**config.mk**
```make
export PLATFORM = sky130hd
export DESIGN_NAME = atmega_eep_backup
export DESIGN_NICKNAME = d
export VERILOG_FILES = /design/src/rtl/atmega_eep_backup.sv
export SDC_FILE = /design/constraint.sdc
export NUM_CORES = 1
export LEC_CHECK = 0
export CAP_MARGIN = 15
export CORE_ASPECT_RATIO = 0.8
export CORE_MARGIN = 5
export CORE_UTILIZATION = 25
export DETAILED_ROUTE_END_ITERATION = 16
export PLACE_DENSITY = 0.48
export SETUP_SLACK_MARGIN = 0.3
export SLEW_MARGIN = 20
export SYNTH_ARGS = -nofsm -noshare
export SYNTH_HDL_FRONTEND = slang
export SYNTH_SLANG_ARGS = --single-unit
```
**constraint.sdc**
```tcl
create_clock -name clk -period 5.1 [get_ports clk]
set_input_delay 1.02 -clock clk [delete_from_list [all_inputs] [get_ports clk]]
set_output_delay 1.02 -clock clk [all_outputs]
set_load 0.02 [all_outputs]
```
**src/rtl/atmega_eep_backup.sv**
```systemverilog
// EEPROM persistence engine: restores the array from the host at power-up and
// streams it back to the host after CPU writes settle for HOLDOFF cycles.
module atmega_eep_backup #(
    parameter int unsigned EEP_SIZE  = 512,
    parameter int unsigned ADDR_W    = 9,
    parameter int unsigned HOLDOFF   = 1024,
    parameter bit          AUTO_SAVE = 1'b1
) (
    input  logic              clk,
    input  logic              rst,
    input  logic              eep_wr_strobe,
    output logic [ADDR_W-1:0] mem_addr,
    output logic              mem_rd,
    input  logic [7:0]        mem_rdata,
    output logic              mem_wr,
    output logic [7:0]        mem_wdata,
    output logic              cpu_hold,
    input  logic              load_start,
    input  logic              ld_valid,
    input  logic [7:0]        ld_data,
    output logic              ld_ready,
    input  logic              save_req,
    output logic              sv_valid,
    output logic [7:0]        sv_data,
    output logic              sv_last,
    input  logic              sv_ready,
    output logic              dirty,
    output logic              busy,
    output logic              done
);

    localparam int unsigned       CNT_W      = (HOLDOFF > 1) ? $clog2(HOLDOFF) : 1;
    localparam logic [CNT_W-1:0]  CNT_RELOAD = CNT_W'(HOLDOFF - 1);
    localparam logic [ADDR_W-1:0] LAST_ADDR  = ADDR_W'(EEP_SIZE - 1);

    typedef enum logic [2:0] {
        ST_IDLE,
        ST_LOAD,
        ST_HOLDOFF,
        ST_SAVE_RD,
        ST_SAVE_WAIT,
        ST_SAVE_OUT
    } state_t;

    state_t            state, state_nxt;
    logic [ADDR_W-1:0] addr, addr_nxt;
    logic [CNT_W-1:0]  cnt, cnt_nxt;
    logic              done_nxt;
    logic              clear_dirty;

    assign mem_addr = addr;
    assign busy     = (state == ST_LOAD) || (state == ST_SAVE_RD) ||
                      (state == ST_SAVE_WAIT) || (state == ST_SAVE_OUT);

    always_comb begin
        state_nxt   = state;
        addr_nxt    = addr;
        cnt_nxt     = cnt;
        done_nxt    = 1'b0;
        clear_dirty = 1'b0;
        mem_rd      = 1'b0;
        mem_wr      = 1'b0;
        mem_wdata   = '0;
        ld_ready    = 1'b0;
        cpu_hold    = 1'b0;
        sv_valid    = 1'b0;
        sv_last     = 1'b0;
        case (state)
            ST_IDLE: begin
                if (load_start) begin
                    state_nxt   = ST_LOAD;
                    addr_nxt    = '0;
                    clear_dirty = 1'b1;
                end else if (save_req) begin
                    state_nxt   = ST_SAVE_RD;
                    addr_nxt    = '0;
                    clear_dirty = 1'b1;
                end else if (dirty) begin
                    state_nxt = ST_HOLDOFF;
                    cnt_nxt   = CNT_RELOAD;
                end
            end
            ST_HOLDOFF: begin
                if (load_start) begin
                    state_nxt   = ST_LOAD;
                    addr_nxt    = '0;
                    clear_dirty = 1'b1;
                end else if (save_req) begin
                    state_nxt   = ST_SAVE_RD;
                    addr_nxt    = '0;
                    clear_dirty = 1'b1;
                end else if (eep_wr_strobe) begin
                    cnt_nxt = CNT_RELOAD;
                end else if (cnt == '0) begin
                    // Without auto-save, dirty stays set so the host can still see pending data
                    if (AUTO_SAVE) begin
                        state_nxt   = ST_SAVE_RD;
                        addr_nxt    = '0;
                        clear_dirty = 1'b1;
                    end else begin
                        state_nxt = ST_IDLE;
                    end
                end else begin
                    cnt_nxt = cnt - 1'b1;
                end
            end
            ST_LOAD: begin
                cpu_hold = 1'b1;
                ld_ready = 1'b1;
                if (ld_valid) begin
                    mem_wr    = 1'b1;
                    mem_wdata = ld_data;
                    addr_nxt  = addr + 1'b1;
                    if (addr == LAST_ADDR) begin
                        state_nxt = ST_IDLE;
                        done_nxt  = 1'b1;
                    end
                end
            end
            ST_SAVE_RD: begin
                mem_rd    = 1'b1;
                state_nxt = ST_SAVE_WAIT;
            end
            ST_SAVE_WAIT: begin
                state_nxt = ST_SAVE_OUT;
            end
            ST_SAVE_OUT: begin
                sv_valid = 1'b1;
                sv_last  = (addr == LAST_ADDR);
                if (sv_ready) begin
                    if (addr == LAST_ADDR) begin
                        state_nxt = ST_IDLE;
                        done_nxt  = 1'b1;
                    end else begin
                        addr_nxt  = addr + 1'b1;
                        state_nxt = ST_SAVE_RD;
                    end
                end
            end
            default: state_nxt = ST_IDLE;
        endcase
    end

    always_ff @(posedge clk or negedge rst) begin
        if (!rst) begin
            state   <= ST_IDLE;
            addr    <= '0;
            cnt     <= '0;
            dirty   <= 1'b0;
            done    <= 1'b0;
            sv_data <= '0;
        end else begin
            state <= state_nxt;
            addr  <= addr_nxt;
            cnt   <= cnt_nxt;
            done  <= done_nxt;
            // A CPU write in the same cycle as a clear must not be lost
            if (eep_wr_strobe) begin
                dirty <= 1'b1;
            end else if (clear_dirty) begin
                dirty <= 1'b0;
            end
            if (state == ST_SAVE_WAIT) begin
                sv_data <= mem_rdata;
            end
        end
    end

endmodule

```
==> results.toml <==
[synthesis]
ys_types = 44
synth_nets = 217
synth_edf_count = 0
synth_ff_type = "dfrtp_1"
synth_compound_area_share_pct = 17.9
synthSimpleGateAreaFrac_pct = 24.4
synth_xor_xnor_area_share_pct = 1.92
synth-async-reset-ratio_pct = 100
yosys_warnings = 0
synth_cells = 191
yosysSeqAreaShare_pct = 43.8
synth_top_family_by_area = "simple AND/OR/NAND/NOR gates"
synthesis.area_um2 = 1830
synthAdderAreaFrac_pct = 2.05
muxShareOfSynthArea_pct = 6.16
ys_ff_latch = 32
syn_area_per_cell_um2 = 9.57

[timing]
tightest_slew_ns = 0.921
finalClockSkew_ns = 0.0102
tns_ns = 0
max_freq_ghz = 0.249
slew_headroom_pct = 37.8
setup-violations-final = 0
post-route-min-period_ns = 4.02
period_share_pct = 78.8
slew_violations = 0
finalHoldViolCount = 0
fin_ws_ns = 1.08
rsz0062_at_grt = "false"

[clocking]
ctsLongestPathBuffers = 2
clkTransAtPathRegs_ns = 0.07
htreeDepth = 2
cts-buffers-inserted = 5
cts_tree = "built"
cts.sinks = 32
clkLatencyLatePin_ns = 0.29
post-cts-setup-buffers = 0
cts_hold_buf = 0
ctsResizeCount = 0
cts_root_buf = "clkbuf_8"

[routing]
drt-met1-wl_um = 2520
antenna_left = 0
wl_met2_um = 1850
routed.top_layer = "met4"
first_pass_iters = 4
routedWlPerCell_um = 14.4
via_per_inst = 4.85
drc = 0
drtIter0Drc = 81
wl_um = 4780
via_count = 1614
dr_wl_met3_um = 332

[global_route]
grt_max_degree = 33
grt_pass1_vias = 1555
antenna_found_initial = 0
grt_pass1_wl_um = 7780
grt.total_usage_pct = 10.7
overflow = 0

[power_and_ir_drop]
power.internal_mw = 0.605
power.density_nw_per_um2 = 361
p_seq_share_pct = 42.1
leakagePower_nw = 1.06
power_mw = 0.919
switching_share_pct = 34.1
ir_worst_vdd_uv = 128
clkPwrFrac_pct = 23.0
power.share.combinational_pct = 34.9
p_sw_mw = 0.314

[floorplanning]
io_pins = 57
die-area_um2 = 9130
core_um2 = 6990
std_cell_rows = 27
die_height_um = 86.5
die_w_um = 106
initial_core_util_pct = 26.1

[placed_design]
gp_congestion = 0.736
pre_cts_ws_ns = 1.06
dp_hpwl_um = 3420
port_buffers = 56
dp.cells = 325

[setup_path]
required_ns = 4.08
cp.arrival_ns = 3.00
critPathKind = "reg2out"
endpoint_kind = "output pin"
ff2ff_setup_slack_ns = 2.31
start_kind = "register"
path_max_fanout = 22

[final_layout]
fin_cells = 333
drive_above_1_share_pct = 11.0
final_nets = 271
area_growth_pct = 39.4
antenna_cells = 0

[hold_path]
hp-class = "reg2reg"

[run_status]
status = "complete, no violations"

[run]
max_cap_violations = 0
[state kept, by name, summed over array words and instances, names as in the netlist]
name,cells
mem_addr,9
done,1
state,3
dirty,1
cnt,10
sv_data,8
[per-stage QoR]
stage          cell area [µm²]  utilization [%]  hold slack (ns)
2_1_floorplan             1830                -            0.483
6_report                  2550             36.4            0.504
3_3_place_gp              2450             35.1            0.491
3_5_place_dp              2450             35.1            0.497
4_1_cts                   2550             36.4            0.514
5_1_grt                   2550             36.4            0.520
[cell usage after synthesis, types with 2 or more instances]
cell / count / area [µm²]
o31ai_2: 2 / 25.0
inv_1: 3 / 11.3
o31ai_1: 7 / 52.6
o21ai_0: 3 / 15.0
and4b_1: 2 / 20.0
and3_1: 7 / 43.8
nand2b_1: 11 / 68.8
buf_1: 3 / 11.3
or2_2: 2 / 12.5
nor4_1: 2 / 12.5
nor3b_1: 2 / 15.0
o21ai_1: 6 / 30.0
nand3_1: 2 / 10.0
ha_1: 3 / 37.5
buf_4: 2 / 15.0
xnor2_1: 4 / 35.0
a211oi_1: 4 / 30.0
buf_2: 2 / 10.0
a31oi_1: 3 / 18.8
a21oi_1: 10 / 50.1
nor3_1: 3 / 15.0
nand2_1: 14 / 52.6
nor2_1: 21 / 78.8
and2_1: 10 / 62.6
dfrtp_1: 32 / 801
or2_1: 2 / 12.5
mux2_2: 10 / 113
clkbuf_1: 3 / 11.3
[area by class of cell]
type,instances,area (µm²)
fillers,703,4450
multi-input cells,145,957
flip-flops and latches,32,801
repair buffers,58,576
well taps,87,109
clock buffers,7,86.3
inverters,3,11.3
clock inverters,1,7.51
[logic make-up (layout without fill, tap and decap cells)]
group | count (synthesis) | in the layout
adder cells (fa/ha/maj) | 3 | 3
buffers and inverters | 14 | 69
multiplexers | 10 | 10
flip-flops | 32 | 32
AO/OA/AOI/OAI | 46 | 46
XOR/XNOR | 4 | 4
AND/OR/NAND/NOR | 82 | 82
[power by group through the flow]
stage	Clock [mW]	Sequential, mW	Combinational [mW]
6_report	0.211	0.387	0.321
2_1_floorplan	0	0.417	0.161
4_1_cts	0.221	0.386	0.324
3_3_place_gp	0	0.392	0.323
3_5_place_dp	0	0.389	0.324
5_1_grt	0.232	0.397	0.350
[worst paths after layout]
check,start,to,cells after the start
hold / removal,sv_data[1],sv_data[1],1
setup reg to reg,mem_addr[0],mem_addr[4],9
setup / recovery,state[1],mem_wdata[5],4
max in group asynchronous,rst,sv_data[7],2
min in group asynchronous,rst,mem_addr[0],2
hold reg to reg,sv_data[1],sv_data[1],1
[cell usage in the layout (no fill, tap or decap), drive strengths merged, types with 2 or more instances in the layout]
cell type      netlist  routed
nor2                21      21
clkbuf               3       7
and4b                2       2
clkdlybuf4s50        0      56
o31ai                9       9
or2                  4       4
nand2b              11      11
mux2                10      10
nand2               14      14
inv                  3       3
a31oi                3       3
a211oi               4       4
nand3                2       2
nor3                 3       3
nor3b                2       2
and3                 7       7
a21oi               10      10
xnor2                4       4
nor4                 3       3
and2                10      10
dfrtp               32      32
buf                  8       2
o21ai                9       9
ha                   3       3
[critical path: stages (launching register included)]
cell	delay (ns)
dfrtp_1	0.61
nand2b_1	0.52
nor3b_1	0.75
and2_1	0.22
clkdlybuf4s50_1	0.61
[routing by layer]
| layer | global-route usage [%] | vias up |
|---|---|---|
| met5 | 0 | - |
| met4 | 4.24 | 0 |
| met3 | 3.72 | 5 |
| met2 | 14.7 | 56 |
| met1 | 15.2 | 763 |
| li1 | - | 790 |
Note: power is estimated with default switching activity, not from simulation.
